**config.mk**
```make
export PLATFORM = sky130hd
export DESIGN_NAME = fpu_mul_serdes
export DESIGN_NICKNAME = d
export VERILOG_FILES = /design/src/rtl/fpu_mul_serdes.sv
export SDC_FILE = /design/constraint.sdc
export NUM_CORES = 1
export LEC_CHECK = 0
export ABC_AREA = 1
export CAP_MARGIN = 20
export CORE_MARGIN = 3
export CORE_UTILIZATION = 50
export CTS_CLUSTER_DIAMETER = 120
export CTS_CLUSTER_SIZE = 25
export DETAILED_ROUTE_END_ITERATION = 7
export HOLD_SLACK_MARGIN = 0.03
export PLACE_DENSITY = 0.78
export SYNTH_ARGS = -nofsm -noshare
export SYNTH_HDL_FRONTEND = slang
export SYNTH_SLANG_ARGS = --single-unit
export TNS_END_PERCENT = 30
```
**constraint.sdc**
```tcl
create_clock -name i_clk -period 2.01 [get_ports i_clk]
set_input_delay 0.201 -clock i_clk [delete_from_list [all_inputs] [get_ports i_clk]]
set_output_delay 0.201 -clock i_clk [all_outputs]
set_load 0.1 [all_outputs]
```
**src/rtl/fpu_mul_serdes.sv**
```systemverilog
// fpu_mul_serdes: bit-serial operand collector and result serializer around a combinational FP32 multiplier,
// with IEEE special-case override (NaN, Inf, zero) applied to the captured product.
module fpu_mul_serdes (
  input  logic        i_clk,
  input  logic        i_rst_n,
  input  logic        i_start,
  input  logic        i_flush,
  input  logic        i_rs1,
  input  logic        i_rs2,
  output logic [31:0] o_mul_a,
  output logic [31:0] o_mul_b,
  input  logic [31:0] i_mul_res,
  output logic        o_rd,
  output logic        o_rd_valid,
  output logic        o_nv,
  output logic        o_busy,
  output logic        o_done
);
  localparam logic [1:0] IDLE  = 2'd0;
  localparam logic [1:0] LOAD  = 2'd1;
  localparam logic [1:0] CALC  = 2'd2;
  localparam logic [1:0] SHIFT = 2'd3;
  logic [1:0]  state_q, state_d;
  logic [4:0]  cnt_q, cnt_d;
  logic [31:0] opa_q, opa_d, opb_q, opb_d, res_q, res_d;
  logic        nv_q, nv_d;
  logic a_nan, b_nan, a_snan, b_snan, a_inf, b_inf, a_zero, b_zero;
  logic any_nan, inf_zero, sgn, spec_nv;
  logic [31:0] spec_res;
  assign a_nan    = (&opa_q[30:23]) & (|opa_q[22:0]);
  assign b_nan    = (&opb_q[30:23]) & (|opb_q[22:0]);
  assign a_snan   = a_nan & ~opa_q[22];
  assign b_snan   = b_nan & ~opb_q[22];
  assign a_inf    = (&opa_q[30:23]) & ~(|opa_q[22:0]);
  assign b_inf    = (&opb_q[30:23]) & ~(|opb_q[22:0]);
  assign a_zero   = ~(|opa_q[30:0]);
  assign b_zero   = ~(|opb_q[30:0]);
  assign sgn      = opa_q[31] ^ opb_q[31];
  assign any_nan  = a_nan | b_nan;
  assign inf_zero = (a_inf & b_zero) | (b_inf & a_zero);
  // NaN outranks Inf x zero, so nv comes from signalling-ness whenever a NaN is present
  assign spec_nv  = any_nan ? (a_snan | b_snan) : inf_zero;
  assign spec_res = (any_nan | inf_zero) ? 32'h7FC0_0000 :
                    (a_inf | b_inf)      ? {sgn, 8'hFF, 23'b0} :
                    (a_zero | b_zero)    ? {sgn, 31'b0} : i_mul_res;
  always_comb begin
    state_d = state_q;
    cnt_d   = cnt_q;
    opa_d   = opa_q;
    opb_d   = opb_q;
    res_d   = res_q;
    nv_d    = nv_q;
    if (i_flush) begin
      state_d = IDLE;
      cnt_d   = 5'd0;
      nv_d    = 1'b0;
    end else begin
      case (state_q)
        IDLE: if (i_start) begin
          opa_d   = {i_rs1, opa_q[31:1]};
          opb_d   = {i_rs2, opb_q[31:1]};
          cnt_d   = 5'd1;
          state_d = LOAD;
        end
        LOAD: begin
          opa_d   = {i_rs1, opa_q[31:1]};
          opb_d   = {i_rs2, opb_q[31:1]};
          cnt_d   = cnt_q + 5'd1;
          state_d = (&cnt_q) ? CALC : LOAD;
        end
        CALC: begin
          res_d   = spec_res;
          nv_d    = spec_nv;
          cnt_d   = 5'd0;
          state_d = SHIFT;
        end
        default: begin
          res_d   = res_q >> 1;
          cnt_d   = cnt_q + 5'd1;
          state_d = (&cnt_q) ? IDLE : SHIFT;
        end
      endcase
    end
  end
  always_ff @(posedge i_clk or negedge i_rst_n) begin
    if (!i_rst_n) begin
      state_q <= IDLE;
      cnt_q   <= 5'd0;
      opa_q   <= 32'd0;
      opb_q   <= 32'd0;
      res_q   <= 32'd0;
      nv_q    <= 1'b0;
    end else begin
      state_q <= state_d;
      cnt_q   <= cnt_d;
      opa_q   <= opa_d;
      opb_q   <= opb_d;
      res_q   <= res_d;
      nv_q    <= nv_d;
    end
  end
  assign o_mul_a    = opa_q;
  assign o_mul_b    = opb_q;
  assign o_rd_valid = state_q == SHIFT;
  assign o_rd       = o_rd_valid & res_q[0];
  assign o_nv       = nv_q;
  assign o_busy     = state_q != IDLE;
  assign o_done     = o_rd_valid & (&cnt_q) & ~i_flush;
endmodule

```
==> results by group, run 1 <==
Run status
  – Status: complete, no violations

Clock tree
  – Num CTS Buffers: 9
  – Worst-path clk slew: roughly 0.090 ns
  – Clock buffer depth: 2
  – CTS tree: done
  – H-tree depth: 3
  – Later-pin clock latency in the skew report: about 0.36 ns
  – Root Driver: clkbuf_8
  – Clock sink total: between 100 and 150

Yosys
  – Synth Area in XOR/XNOR: 0.329%
  – Syn_area_per_cell: between 7 and 8 um2
  – Synth Instances: approximately 700
  – Post-synth EDFFs: 0
  – Compound-Gate Fraction of Synth Area: 13.0%
  – Warnings, synthesis: 0
  – Distinct cells, synth: 32
  – Adder-Cell Fraction of Synth Area: less than 1%
  – Synth Net Count: about 740
  – FF+latch count, synth: roughly 100
  – Prevailing post-synth register cell: dfrtp_1
  – Top cells by area, synth: dfrtp_1, nand2_1, nor2_1
  – Async SR Flop Fraction: 100%
  – Post-synthesis simple-gate area fraction: between 20 and 30%
  – Seq/Total Area, Yosys: between 40% and 50%
  – Synth top area share: between 40% and 50%
  – Mapped Area: 0.00533 mm2
  – Multiplexer share of the synthesized area: less than 1%
  – Dominant cell type by area after synthesis: dfrtp_1
  – Largest family of logic cells by synthesized area: simple AND/OR/NAND/NOR gates

Pwr
  – Clk pwr share: 16.2%
  – Flop pwr share: 37.1%
  – PwrDens: 1150 mW/mm2
  – Int Pwr: slightly below 4000 uW
  – Peak VDD IR: 851 uV
  – Power share of the combinational group: 46.6%
  – Leak Pwr: between 0.003 and 0.004 uW
  – Switching power total: ~3900 uW
  – Sw Share: between 50% and 60%

Floorplan
  – Std-Cell Rows: 37
  – Die ar.: approximately 0.012 mm2
  – Core ar.: 0.0103 mm2
  – Die Height: approximately 110 um
  – Die Wd: 109 um
  – Starting Density: about half
  – Top-Level Pins: ~110

Setup path
  – Worst flop-to-flop path startpoint: o_mul_a[11]
  – CP max FO: 15
  – Crit path DAT: approximately 1.7 ns
  – Slowest Stage Delay on Critical Path: approximately 0.5 ns
  – Setup slack, reg-to-reg: roughly 0.18 ns
  – Slowest CP cell: dfrtp_2
  – Setup crit end kind: output pin
  – CP startpoint kind: register
  – Reg-to-Reg End: res_q[23]
  – Worst-path cell chain: buf_4 > inv_1 > nand2_1 > buf_12
  – WP data required: 1.81 ns
  – Crit path kind: reg -> out
  – Worst reg2reg path depth: 11

Global route
  – Remaining Overflow, GRT: 0
  – Largest net degree at the start of global routing: 58
  – Vias in the first global route: 4231
  – First-pass GRT wire length: about 20 mm
  – Antenna violations before repair: 0
  – GR Util All Layers: between 20% and 30%

Timing
  – Clock skew: 0.0147 ns
  – Hold_ws: approximately 0.37 ns
  – Period utilisation layout: approximately 95%
  – Normalized max-slew margin: between 60% and 70%
  – Setup violators final: 0
  – Peak Freq: 524 MHz
  – Worst Max-Slew Pin Slew: 0.569 ns
  – Hold Fails Final Rpt: 0
  – Pins Over Slew Limit: 0
  – RSZ-0062 raised after global routing: true
  – Worst setup margin: 0.103 ns
  – Fin crit period: between 1.5 and 2 ns

Layout
  – Final net count: 848
  – End-of-flow core utilization: between 60% and 70%
  – Share of layout cells above drive strength 1: about 24%
  – Layout area overhead: 27.2%
  – Most common cell after layout, fill and taps aside: nand2_1
  – Commonest non-fill, non-tap cells in the layout: nand2_1, nor2_1, buf_4
  – Filler cells: around 870
  – Antenna diodes: 0

Drt
  – Vias per inst: 5.01
  – Drt total wl: between 10 and 15 mm
  – Drt pass-1 iters: 4
  – Wirelength per Cell: 13.2 um
  – Detail Route Antenna Nets: 0
  – # DRC: 0
  – Routed via count: roughly 4800
  – DR iter-0 viols: about 260

Placement
  – DPL Wire Length: 9.17 mm
  – Gpl congestion: a little under 0.9
  – IO buf count: between 100 and 150
  – Place WS: 0.214 ns

Worst hold path
  – Hold Crit Class: in -> async

Job
  – # Max-Cap Violations: 0
sequential cells by signal, summed over array words and instances (netlist names):
name	cells
o_mul_a	32
o_mul_b	32
res_q	32
cnt_q	5
state_q	2
o_nv	1
worst max path at each step:
| stage | startpoint | to | slack (ns) | depth (start not counted) |
|---|---|---|---|---|
| finish | state_q[0] | o_busy | 0.10 | 4 |
| global route | cnt_q[0] | o_done | -0.01 | 7 |
| CTS | cnt_q[0] | o_done | 0.04 | 7 |
| detailed placement | o_mul_a[11] | res_q[23] | 0.21 | 11 |
| global placement | o_mul_a[3] | res_q[25] | 0.23 | 11 |
| floorplan | state_q[1] | o_done | -0.06 | 5 |
metal layers:
metal  track usage (%)  part of all wire (%)  vias up  routed length (um)
met5                 0                     0        -                   0
met3              4.14                   5.6       17                 704
li1                  -                     -     2423                   -
met2              34.4                    48      129                6050
met4              6.86                   1.7        0                 216
met1              27.6                    44     2185                5570
cell usage after synthesis (2+ instances only):
master and number:
xor2_1 2, nor2_1 114, nand3_1 19, nor3_1 24, clkbuf_1 17, a21oi_1 42, ha_1 2, a32o_1 2
buf_6 3, dfrtp_1 104, nand2_1 187, nand4_1 8, inv_1 68, nor2_2 9, o21ai_1 3, a21oi_2 22
nand3_2 3, o21ai_0 43, buf_2 13, mux2_2 2, nand2_2 4
worst max-delay path, delay by kind of cell (launching register included):
kind                   cells  cell delay (ns)
buffers and inverters      3             0.69
flip-flops                 1             0.49
AND/OR/NAND/NOR            1             0.16
what timing repair did:
item / CTS / global route
resized for setup: 0 / 2
hold buffers: 1 / 0
setup buffers: 0 / 1
endpoints found under the hold margin: 36 / 0
endpoints found under the setup margin: 0 / 3
per-stage QoR:
stage	area, um2	power, uW	std cells	TNS (ns)
after floorplan	5390	5680	702	-0.682
after global placement	6560	6520	931	0
after detailed placement	6560	6590	931	0
after CTS	6760	7850	948	0
after global routing	6770	8170	949	-0.0115
final	6770	7810	949	0
cell type report:
type / count / area [um2] / share of cell area (%)
inverter: 70 / 263 / 3.88
multi-input combinational: 495 / 2310 / 34.1
timing repair buffer: 128 / 1180 / 17.4
clock buffer: 11 / 131 / 1.94
sequential: 104 / 2660 / 39.3
clock inverter: 5 / 57.6 / 0.850
tap: 136 / 170 / 2.51
power by group through the flow:
stage / Clock, uW / Sequential [uW] / Combinational [uW]
final: 1270 / 2900 / 3640
after global routing: 1370 / 2960 / 3840
after global placement: 0 / 2910 / 3610
after CTS: 1290 / 2900 / 3660
after floorplan: 0 / 4960 / 723
after detailed placement: 0 / 2930 / 3650
cells by family (layout without fill, tap and decap cells):
| group | count (synthesis) | in the layout |
|---|---|---|
| DFF | 104 | 104 |
| muxes | 2 | 2 |
| buffers and inverters | 103 | 214 |
| xor gates and xnor gates | 2 | 2 |
| AOI/OAI and AO/OA | 117 | 117 |
| adders and majority gates | 2 | 2 |
| and+or+nand+nor | 372 | 372 |
No activity file was read; power rests on OpenSTA's default activity.
==> inputs of run 2 (changes only) <==
--- a/config.mk
+++ b/config.mk
@@ -7,13 +7,13 @@
 export LEC_CHECK = 0
 export ABC_AREA = 1
 export CAP_MARGIN = 20
-export CORE_MARGIN = 3
-export CORE_UTILIZATION = 50
+export CORE_MARGIN = 2
+export CORE_UTILIZATION = 35
 export CTS_CLUSTER_DIAMETER = 120
 export CTS_CLUSTER_SIZE = 25
 export DETAILED_ROUTE_END_ITERATION = 7
 export HOLD_SLACK_MARGIN = 0.03
-export PLACE_DENSITY = 0.78
+export PLACE_DENSITY = 0.58
 export SYNTH_ARGS = -nofsm -noshare
 export SYNTH_HDL_FRONTEND = slang
 export SYNTH_SLANG_ARGS = --single-unit
==> results by group, run 2 (synthesized netlist as in run 1, its figures left out) <==
Run status
  – Status: complete, no violations

Layout
  – Most common cell after layout, fill and taps aside: nand2_1
  – Share of layout cells above drive strength 1: 24.4% (+0.12 points)
  – Final net count: 844 (-0.47%)
  – Commonest non-fill, non-tap cells in the layout: nand2_1, nor2_1, buf_4
  – Cell area after layout: 0.00698 mm2 (+3.1%)
  – Fin cells: 998 (+5.2%)
  – Layout area overhead: 31.1%
  – Filler cells: 1489 (+72%)

Clock tree
  – Clock sink total: 104 (unchanged)
  – Worst-path clk slew: 0.07 ns (-0.02 ns)
  – CTS tree: done
  – H-tree depth: 3 (unchanged)
  – Later-pin clock latency in the skew report: 0.35 ns (about the same)
  – Root Driver: clkbuf_16
  – Clock buffer depth: 2 (unchanged)
  – Num CTS Buffers: 9 (unchanged)

Timing
  – Normalized max-slew margin: 68.9% (+7.0 points)
  – Setup violators final: 0 (unchanged)
  – Hold Fails Final Rpt: 0 (unchanged)
  – RSZ-0062 raised after global routing: true
  – Peak Freq: 514 MHz (-2.1%)
  – Worst Max-Slew Pin Slew: 0.465 ns (-0.104 ns)
  – Clock skew: 0.0104 ns (-0.00429 ns)
  – Sum Neg Setup Slack: 0 ns (unchanged)
  – Fin crit period: 1.95 ns (+0.0401 ns)
  – Pins Over Slew Limit: 0 (unchanged)
  – Period utilisation layout: 96.9% (+2.0 points)
  – Worst setup margin: 0.0626 ns (-0.0401 ns)

Pwr
  – Power consumption: 8580 uW (+9.8%)
  – Leak Pwr: 0.00323 uW (+1.9%)
  – Peak VDD IR: 856 uV (+0.60%)
  – PwrDens: 1230 mW/mm2 (+6.6%)

Global route
  – Antenna violations before repair: 0 (unchanged)
  – First-pass GRT wire length: 22.5 mm (+13%)
  – GR Util All Layers: 17.4% (-3.5 points)
  – Largest net degree at the start of global routing: 56 (-3.4%)
  – Vias in the first global route: 4647 (+9.8%)
  – Remaining Overflow, GRT: 0 (unchanged)

Placement
  – DPL Wire Length: 9.96 mm (+8.6%)
  – Gpl congestion: 0.824 (-5.4%)
  – Place WS: 0.178 ns (-0.0360 ns)
  – IO buf count: 106 (unchanged)
  – Area after DPL: 0.00660 mm2 (+0.53%)
  – Placed cells: 979 (+5.2%)

Floorplan
  – Die ar.: 0.0162 mm2 (+36%)
  – Std-Cell Rows: 45 (+22%)
  – Starting Density: 35.4% (-16 points)
  – Die Wd: 127 um (+17%)
  – Top-Level Pins: 107 (unchanged)
  – Die Height: 127 um (+17%)
  – Core ar.: 0.0150 mm2 (+46%)

Drt
  – Drt pass-1 iters: 7 (+3)
  – Drt total wl: 13.5 mm (+7.6%)
  – Vias per inst: 4.71 (-5.9%)
  – Wirelength per Cell: 13.5 um (+2.3%)
  – Detail Route Antenna Nets: 0 (unchanged)
  – Routed via count: 4705 (-1.0%)
  – # DRC: 0 (unchanged)
  – DR iter-0 viols: 286 (+9.2%)

Setup path
  – Reg-to-Reg End: res_q[28]
  – CP startpoint kind: register
  – Crit path kind: reg -> out
  – Setup crit end kind: output pin
  – Setup slack, reg-to-reg: 0.23 ns (+0.05 ns)
  – Crit path DAT: 1.75 ns (+0.04 ns)
  – WP data required: 1.81 ns (about the same)
  – CP max FO: 4 (-11)
  – Worst reg2reg path depth: 11 (unchanged)
  – Worst flop-to-flop path startpoint: o_mul_a[3]

Job
  – # Max-Cap Violations: 0 (unchanged)

Worst hold path
  – Hold Crit Class: in -> async
[run 2: cell count changes in the layout (fill, tap and decap cells not counted)]
cell / previous run / this run
nor2_1: 111 / 110
clkinvlp_4: 3 / 0
clkbuf_1: 2 / 1
bufinv_16: 1 / 3
clkbuf_8: 9 / 1
clkbuf_16: 0 / 9
diode_2: 0 / 1
ha_1: 2 / 0
ha_2: 0 / 2
buf_4: 81 / 77
nor2_4: 1 / 2
inv_6: 0 / 1
[run 2: area by class of cell]
type                    instances  area (um2)  area share [%]
flip-flops and latches        104        2660            38.1
multi-input cells             495        2320            33.3
repair buffers                124        1150            16.5
inverters                      70         263            3.76
clock buffers                  11         243            3.48
well taps                     188         235            3.37
clock inverters                 5         104            1.49
diodes                          1        2.50          0.0358
[run 2: worst max path at each step]
stage / slack (ns) / from / cells past startpoint / to
after detailed placement: 0.18 / o_mul_a[3] / 11 / res_q[24]
after global placement: 0.21 / o_mul_a[3] / 11 / res_q[29]
after CTS: 0.006 / cnt_q[0] / 7 / o_done
after global routing: -0.0006 / cnt_q[0] / 7 / o_done
after floorplan: -0.06 / state_q[1] / 5 / o_done
final: 0.06 / cnt_q[0] / 7 / o_done
[run 2: worst max-delay path, stage by stage, from the launching register on]
cell,delay (ns)
dfrtp_1,0.41
ha_2,0.21
nand2_1,0.08
nor2_2,0.10
ha_2,0.18
nand2_1,0.10
nor2_4,0.14
buf_12,0.18
[run 2: repair_timing]
item / 4_1_cts / 5_1_grt
pin swaps: 0 / 1
resized for setup: 1 / 5
endpoints found under the setup margin: 1 / 4
hold buffers: 1 / 0
endpoints found under the hold margin: 28 / 0
setup buffers: 0 / 1
[run 2: metrics by stage]
stage          hold WS (ns)  util [%]
6_report              0.332      46.4
5_1_grt               0.374      46.4
4_1_cts               0.347      46.3
3_5_place_dp          0.171      43.9
3_3_place_gp          0.172      43.9
2_1_floorplan       -0.0946         -
[run 2: power breakdown]
group	leakage (uW)	internal, uW	switching (uW)	total [uW]
combinational	0.00183	773	2860	3630
sequential	0.00122	2520	395	2910
clock	0.000170	1250	781	2040
[run 2: layer usage]
metal  global-route usage, %  vias to the layer above  share of wire [%]
met5                       0                        -                  0
met4                    5.24                        0               0.56
met2                    27.6                      107                 46
met1                    22.8                     2170                 47
li1                        -                     2424                  -
met3                    5.44                        4                7.0
==> inputs of run 3 (changes only) <==
--- a/config.mk
+++ b/config.mk
@@ -7,7 +7,7 @@
 export LEC_CHECK = 0
 export ABC_AREA = 1
 export CAP_MARGIN = 20
-export CORE_MARGIN = 2
+export CORE_MARGIN = 3
 export CORE_UTILIZATION = 35
 export CTS_CLUSTER_DIAMETER = 120
 export CTS_CLUSTER_SIZE = 25
==> results by group, run 3 (synthesized netlist as in run 1, its figures left out) <==
Drt
  – Vias per inst: 4.75 (+0.68%)
  – Drt total wl: 13.4 mm (-0.44%)
  – DR iter-0 viols: 233 (-19%)
  – # DRC: 0 (unchanged)
  – Detail Route Antenna Nets: 0 (unchanged)
  – Routed via count: 4718 (+0.28%)
  – Drt pass-1 iters: 4 (-3)
  – Wirelength per Cell: 13.5 um (about the same)

Timing
  – Period utilisation layout: 93.1% (-3.8 points)
  – Worst Max-Slew Pin Slew: 0.700 ns (+0.236 ns)
  – RSZ-0062 raised after global routing: true
  – Fin crit period: 1.87 ns (-0.0760 ns)
  – Peak Freq: 534 MHz (+4.1%)
  – Setup violators final: 0 (unchanged)
  – Normalized max-slew margin: 53.3% (-16 points)
  – Hold_ws: 0.465 ns (+0.134 ns)
  – Hold Fails Final Rpt: 0 (unchanged)
  – Clock skew: 0.0110 ns (+0.000584 ns)
  – Pins Over Slew Limit: 0 (unchanged)

Clock tree
  – CTS tree: done
  – Worst-path clk slew: 0.07 ns (about the same)
  – Clock sink total: 104 (unchanged)
  – Later-pin clock latency in the skew report: 0.35 ns (about the same)
  – H-tree depth: 3 (unchanged)
  – Root Driver: clkbuf_16
  – Clock buffer depth: 2 (unchanged)
  – Num CTS Buffers: 9 (unchanged)

Layout
  – Most common cell after layout, fill and taps aside: nand2_1
  – Layout area overhead: 29.1%
  – Cell area after layout: 0.00687 mm2 (-1.5%)
  – Antenna diodes: 0 (-1)
  – Share of layout cells above drive strength 1: 23.5% (-0.89 points)
  – Fin cells: 994 (-0.40%)
  – Final net count: 845 (+0.12%)
  – Commonest non-fill, non-tap cells in the layout: nand2_1, nor2_1, buf_4

Global route
  – First-pass GRT wire length: 22.3 mm (-0.86%)
  – Largest net degree at the start of global routing: 57 (+1.8%)
  – Vias in the first global route: 4544 (-2.2%)
  – Remaining Overflow, GRT: 0 (unchanged)
  – Antenna violations before repair: 0 (unchanged)
  – GR Util All Layers: 16.6% (-0.79 points)

Floorplan
  – Std-Cell Rows: 44 (-2.2%)
  – Die ar.: 0.0167 mm2 (+3.2%)
  – Core ar.: 0.0147 mm2 (-2.2%)
  – Die Height: 129 um (+1.6%)
  – Top-Level Pins: 107 (unchanged)
  – Starting Density: 36.2% (+0.81 points)
  – Die Wd: 129 um (+1.6%)

Placement
  – Gpl congestion: 0.799 (-3.0%)
  – IO buf count: 106 (unchanged)
  – Area after DPL: 0.00658 mm2 (-0.34%)
  – Placed cells: 976 (-0.31%)
  – DPL Wire Length: 9.68 mm (-2.8%)

Job
  – # Max-Cap Violations: 0 (unchanged)

Pwr
  – Power consumption: 8230 uW (-4.0%)
  – Leak Pwr: 0.00319 uW (-1.2%)
  – PwrDens: 1200 mW/mm2 (-2.5%)
  – Peak VDD IR: 800 uV (-6.5%)

Setup path
  – CP startpoint kind: register
  – Crit path DAT: 1.67 ns (-0.08 ns)
  – Setup crit end kind: output pin
  – CP max FO: 3 (-1)
  – Crit path kind: reg -> out
  – WP data required: 1.81 ns (about the same)

Run status
  – Status: complete, no violations

Worst hold path
  – Hold Crit Class: in -> async
==> run 3: cell count changes in the layout (fill, tap and decap cells not counted), sizes merged <==
cell / before / now
clkbuf: 11 / 15
bufinv: 3 / 1
buf: 87 / 88
clkinv: 2 / 1
diode: 1 / 0
inv: 70 / 69
==> run 3: area by class of cell <==
cell class	instances	area [um2]
clock inverter	1	30.0
timing repair buffer	125	1130
sequential	104	2660
multi-input combinational	495	2310
inverter	70	263
fill	1449	7830
tap	184	230
clock buffer	15	248
==> run 3: worst paths after layout <==
path	cells after the start	slack, ns	end	from
max	7	0.14	o_done	cnt_q[0]
min	2	0.47	o_mul_a[10]	i_rst_n
max in group asynchronous	3	0.85	state_q[0]	i_rst_n
max reg2reg	11	0.22	res_q[24]	o_mul_a[11]
min reg2reg	2	0.48	res_q[28]	res_q[28]
min in group i_clk	2	0.48	o_mul_a[31]	i_rs1
==> run 3: report_power, final <==
part | total [uW] | internal [uW] | leakage, uW | switching, uW
Combinational | 3620 | 765 | 0.00183 | 2860
Clock | 1700 | 970 | 0.000132 | 733
Sequential | 2910 | 2520 | 0.00122 | 392
==> run 3: worst max-delay path, stage by stage (launching register included) <==
cell     delay, ns
dfrtp_1       0.38
ha_1          0.18
nand2_1       0.07
nor2_1        0.10
ha_1          0.17
nand2_1       0.08
nor2_2        0.15
buf_12        0.19
==> run 3: repair_timing <==
| action | in CTS | in global routing |
|---|---|---|
| hold buffers | 1 | 0 |
| hold endpoints to repair | 48 | 0 |
| setup endpoints to repair | 0 | 19 |
| gates resized for setup | 0 | 2 |
| buffers inserted | 0 | 1 |
==> run 3: stage by stage <==
stage,setup WS (ns),util (%),setup TNS (ns)
after floorplan,-0.0606,-,-0.682
after global placement,0.183,44.7,0
after detailed placement,0.146,44.7,0
after CTS,0.0425,46.7,0
after global routing,-0.0285,46.8,-0.0285
final,0.139,46.8,0
==> run 3: metal layers <==
metal	vias up	routed length (um)	track usage, %
li1	2426	-	-
met1	2168	6250	21.9
met2	105	6040	26.1
met3	19	892	4.49
met4	0	251	6.11
met5	-	0	0
